File: config.mk
export PLATFORM = sky130hd
export DESIGN_NAME = mandel_iter_engine
export DESIGN_NICKNAME = d
export VERILOG_FILES = /design/src/rtl/mandel_iter_engine.sv
export SDC_FILE = /design/constraint.sdc
export NUM_CORES = 2
export LEC_CHECK = 0
export ABC_AREA = 1
export CAP_MARGIN = 5
export CELL_PAD_IN_SITES_DETAIL_PLACEMENT = 0
export CELL_PAD_IN_SITES_GLOBAL_PLACEMENT = 1
export CORE_MARGIN = 3
export CORE_UTILIZATION = 51
export DETAILED_ROUTE_END_ITERATION = 16
export PLACE_DENSITY_LB_ADDON = 0.05
export SYNTH_ARGS = -nofsm -noshare
export SYNTH_HDL_FRONTEND = slang
export SYNTH_SLANG_ARGS = --single-unit
File: constraint.sdc
create_clock -name clk_i -period 10.9 [get_ports clk_i]
set_input_delay 2.18 -clock clk_i [delete_from_list [all_inputs] [get_ports clk_i]]
set_output_delay 2.18 -clock clk_i [all_outputs]
set_load 0.01 [all_outputs]
File: src/rtl/mandel_iter_engine.sv
// Per-pixel Mandelbrot iteration core: iterates z <= z^2 + c from z = 0 and
// reports the iteration count at escape (|z|^2 > 4) or MAX_ITER if it never escapes.
module mandel_iter_engine #(
    parameter int unsigned WIDTH    = 16,
    parameter int unsigned FRAC     = 12,
    parameter int unsigned MAX_ITER = 15,
    parameter int unsigned ITER_W   = 4
) (
    input  logic                     clk_i,
    input  logic                     rst_i,
    input  logic                     start_i,
    input  logic signed [WIDTH-1:0]  cr_i,
    input  logic signed [WIDTH-1:0]  ci_i,
    output logic                     busy_o,
    output logic                     done_o,
    output logic [ITER_W-1:0]        iter_o,
    output logic                     escaped_o
);

    localparam int unsigned PROD_W = 2 * WIDTH;
    localparam int unsigned MAG_W  = PROD_W + 1;
    localparam logic signed [MAG_W-1:0] ESC_LIM = MAG_W'(64'd4 << FRAC);
    localparam logic [ITER_W-1:0]       N_MAX   = ITER_W'(MAX_ITER);

    typedef enum logic [1:0] {
        S_IDLE = 2'd0,
        S_CALC = 2'd1,
        S_DONE = 2'd2
    } state_t;

    state_t                    state_q,   state_d;
    logic signed [WIDTH-1:0]   cr_q,      cr_d;
    logic signed [WIDTH-1:0]   ci_q,      ci_d;
    logic signed [WIDTH-1:0]   zr_q,      zr_d;
    logic signed [WIDTH-1:0]   zi_q,      zi_d;
    logic [ITER_W-1:0]         n_q,       n_d;
    logic                      busy_q,    busy_d;
    logic                      done_q,    done_d;
    logic [ITER_W-1:0]         iter_q,    iter_d;
    logic                      escaped_q, escaped_d;

    // Full-precision squares/cross term; mag is wide enough that it can never wrap.
    logic signed [PROD_W-1:0]  zr_x_c, zi_x_c;
    logic signed [PROD_W-1:0]  zr2_c, zi2_c, zri_c;
    logic signed [MAG_W-1:0]   mag_c;
    logic signed [WIDTH-1:0]   zr_nxt_c, zi_nxt_c;

    always_comb begin
        zr_x_c   = PROD_W'(zr_q);
        zi_x_c   = PROD_W'(zi_q);
        zr2_c    = (zr_x_c * zr_x_c) >>> FRAC;
        zi2_c    = (zi_x_c * zi_x_c) >>> FRAC;
        zri_c    = (zr_x_c * zi_x_c) >>> FRAC;
        mag_c    = MAG_W'(zr2_c) + MAG_W'(zi2_c);
        zr_nxt_c = WIDTH'(zr2_c - zi2_c + PROD_W'(cr_q));
        zi_nxt_c = WIDTH'((zri_c <<< 1) + PROD_W'(ci_q));
    end

    always_comb begin
        state_d   = state_q;
        cr_d      = cr_q;
        ci_d      = ci_q;
        zr_d      = zr_q;
        zi_d      = zi_q;
        n_d       = n_q;
        iter_d    = iter_q;
        escaped_d = escaped_q;

        unique case (state_q)
            S_IDLE: begin
                if (start_i) begin
                    cr_d    = cr_i;
                    ci_d    = ci_i;
                    zr_d    = '0;
                    zi_d    = '0;
                    n_d     = '0;
                    state_d = S_CALC;
                end
            end
            S_CALC: begin
                if (mag_c > ESC_LIM) begin
                    iter_d    = n_q;
                    escaped_d = 1'b1;
                    state_d   = S_DONE;
                end else if (n_q == N_MAX) begin
                    iter_d    = N_MAX;
                    escaped_d = 1'b0;
                    state_d   = S_DONE;
                end else begin
                    zr_d = zr_nxt_c;
                    zi_d = zi_nxt_c;
                    n_d  = n_q + ITER_W'(1);
                end
            end
            S_DONE: begin
                state_d = S_IDLE;
            end
            default: begin
                state_d = S_IDLE;
            end
        endcase

        // Registered status follows the state being entered.
        busy_d = (state_d == S_CALC) || (state_d == S_DONE);
        done_d = (state_d == S_DONE);
    end

    always_ff @(posedge clk_i or posedge rst_i) begin
        if (rst_i) begin
            state_q   <= S_IDLE;
            cr_q      <= '0;
            ci_q      <= '0;
            zr_q      <= '0;
            zi_q      <= '0;
            n_q       <= '0;
            busy_q    <= 1'b0;
            done_q    <= 1'b0;
            iter_q    <= '0;
            escaped_q <= 1'b0;
        end else begin
            state_q   <= state_d;
            cr_q      <= cr_d;
            ci_q      <= ci_d;
            zr_q      <= zr_d;
            zi_q      <= zi_d;
            n_q       <= n_d;
            busy_q    <= busy_d;
            done_q    <= done_d;
            iter_q    <= iter_d;
            escaped_q <= escaped_d;
        end
    end

    assign busy_o    = busy_q;
    assign done_o    = done_q;
    assign iter_o    = iter_q;
    assign escaped_o = escaped_q;

endmodule

==> reports/results.txt <==
The run finished with clean final reports. Measured along the x axis, the die boundary spans 260 um. The routed layout has 23960 vias.

42 I/O pins were placed. The max-slew headroom at the worst pin was 0.376. The wire length reported by the detailed router is 83300 um.

The tools report the sort of element at the start of the critical path as a register. Setup repair after global routing left no endpoint under its margin. For this design, the CTS-stage hold fixing added 0 buffers. The starting utilization of the core area is 0.518. Post-CTS timing repair inserted 0 buffers for setup. Data on the critical path is required at its endpoint by 11160 ps. The wire length of the first global-routing pass was 140000 um. For this run, the leading register cell type out of synthesis is dfrtp_1. Setup total negative slack on the finished layout was measured at 0 ps. Data on the critical path arrives at its endpoint at 9720 ps. Clock tree synthesis inserted a total of 9 buffers. The async set-or-reset flop fraction in the synthesized netlist was 1.00. The period utilization works out to 0.868.

By count the netlist is led by 1283 x inv_1, 869 x nand2_1, 708 x fa_1. At the later pin of the worst-skew pair, clock insertion delay measures 370 ps. The number of enable flip-flop cells after synthesis was 0. The path type of the worst min-delay path is register to register.

Largest net degree at the start of global routing: 53. For the synthesized net count, the log shows 5104. The cell count after synthesis came out at 4067. Before antenna repair, the detailed router went through 5 iterations.

The transition time of the tightest slew-check pin is 935 ps. Category of the worst setup path capture point: a register. The count of maximum capacitance violations came out at 0. The count of final max-slew check failures was 0; the worst-path maximum fanout was 16.

The part of the Yosys area used for sequential elements was 0.0587; the count of distinct cell types in the synthesized netlist was 43. Most numerous cell on the critical path: nand2_1. After detailed routing, the average wire length per cell comes to 17.1 um.

Setup violations remaining at the end of the flow were counted as 0. The count of nets left with antenna violations once routing finished came out at 0. Number of antenna violations at the first check in global routing: 1. Among all stages on the critical path, the largest delay is contributed by dfrtp_1.

The maximum single-stage delay on the critical path was 940 ps; the total of warnings raised by yosys was 0. The clock passes through at most 2 buffers. The floorplan has 92 rows. The setup path with the least slack is of type register to register. In this run the tool buffered the top-level ports with 41 buffer cells.

The combined area of all synthesized cells was 0.0328 mm^2. The tools report the remaining routing DRC violations as 0. Counting I/O delays and the setup requirement, the final critical path takes 9460 ps. The number of DRC markers in iteration 0 is 1313, and the number of global-route vias before repair is 25773. After global routing the overflow that remains totals 0.

For the total count of hold-check failures in the final report, the log shows 0. The H-tree generated during clock tree synthesis spans 3 levels. In the post-synthesis netlist, the cell with the most instances is inv_1.

The quantity of gates resized following cts was 0. The ratio of cells with drive above 1 in the final layout was 0.0369. Using the TritonRoute via totals, the vias-per-cell ratio works out to 4.91.

The logs give 0.0674 mm^2 for the die footprint and 0.266 for the all-layer global routing usage. The tree is rooted in a clkbuf_16. Sorting the synthesized cells by area gives the leading types as fa_1 43%, inv_1 15%, ha_1 11%. The final worst slack was 1440 ps.

The HPWL after detailed placement is 70700 um. OpenSTA, run right after detailed placement, puts the worst setup slack at 1560 ps. The achievable frequency was 106 MHz. Area growth from synthesis to layout: 4.71%. TritonCTS built the clock tree.

The final layout contains 5065 nets. The average instance in the mapped netlist occupies 8.07 um^2. The synthesized design spends more area on one cell type than any other, namely fa_1.

The synthesized design contains 77 register bits. The die extent in y was 260 um. The number of antenna diodes in the final layout is 0.

The tools report the number of sinks handled by clock tree synthesis as 77. For the final database, setup skew stands at 10.0 ps. At the end of routability-driven placement, the weighted congestion stood at 0.886. The core area is 0.0633 mm^2, and the clock-pin transition on the worst setup and hold timing paths is 80 ps. The area share of the leading cell type in the synthesized netlist is 0.432.
through the flow:
step / utilization / cells / cell area, um^2 / hold WS [ps]
after floorplan: - / 4067 / 32800 / 442
after global placement: 0.538 / 4863 / 34000 / 455
after detailed placement: 0.538 / 4863 / 34000 / 467
after CTS: 0.543 / 4879 / 34400 / 485
after global routing: 0.543 / 4879 / 34400 / 510
final: 0.543 / 4879 / 34400 / 480
cells by family (layout without fill, tap and decap cells):
group,after synthesis,after routing,synth area share
flip-flops,77,77,0.0587
XOR/XNOR,140,140,0.0384
buffers and inverters,1424,1390,0.166
adder cells (fa/ha/maj),1002,1002,0.544
AND/OR/NAND/NOR,1190,1190,0.149
AO/OA/AOI/OAI,214,214,0.0371
multiplexers,20,20,0.00686
per-layer routing:
layer	vias up	part of all wire	track usage	routed length, um
met1	11986	0.46	0.374	37900
li1	11521	-	-	-
met3	42	0.043	0.0278	3560
met2	411	0.49	0.456	40800
met4	0	0.012	0.0374	967
met5	-	0	0	0
worst paths after layout:
path | from | to | slack (ps) | cells after the start
max | zr_q[10]$_DFFE_PP0P_ | zi_q[0]$_DFFE_PP0P_ | 1440 | 40
min | iter_o[2]$_DFFE_PP0P_ | iter_o[2]$_DFFE_PP0P_ | 480 | 2
max reg2reg | zr_q[10]$_DFFE_PP0P_ | zi_q[0]$_DFFE_PP0P_ | 1440 | 40
min reg2reg | iter_o[2]$_DFFE_PP0P_ | iter_o[2]$_DFFE_PP0P_ | 480 | 2
max in group asynchronous | rst_i | done_o$_DFF_PP0_ | 7550 | 3
min in group asynchronous | rst_i | zi_q[15]$_DFFE_PP0P_ | 2160 | 2
registers in the layout, summed over array words and instances, names as in the netlist:
name,flops
ci_q,16
iter_o,4
done_o,1
n_q,4
zr_q,16
cr_q,16
zi_q,16
state_q,2
busy_o,1
escaped_o,1
worst max-delay path, delay by kind of cell (launching register included):
family	cells	cell delay, ps
AOI/OAI and AO/OA	5	1010
adders and majority gates	8	3780
buffers and inverters	5	690
DFF	1	940
and+or+nand+nor	21	2450
xor gates and xnor gates	1	440
area by class of cell:
class	count	area, um^2
multi-input combinational	2566	25500
sequential	77	1930
tap	846	1060
clock buffer	9	225
timing repair buffer	88	763
fill	6240	29000
inverter	1286	4830
clock inverter	7	90.1
cell usage in the layout (no fill, tap or decap), types with 3 or more instances in the layout:
master           count
inv_1             1282
nand2_1            868
fa_1               708
ha_1               294
nor2_1             127
a21oi_1            123
xor2_1              82
dfrtp_1             77
nand3_1             60
xnor2_1             56
nand4_1             52
buf_4               47
clkdlybuf4s50_1     41
nand2_2             37
o21ai_0             30
mux2_2              20
a21o_1              16
nor3_1              16
a31oi_1             12
o21bai_1            11
or2_2                9
clkbuf_16            9
nand3_2              7
a211oi_1             6
nand3b_1             5
inv_2                3
o211ai_1             3
o2111ai_1            3
nor4_1               3
o311ai_0             3
inv_8                3
Power is left out: the tool's default activity adds up to more than one toggle a clock period on the data nets, which glitch-free logic cannot reach.
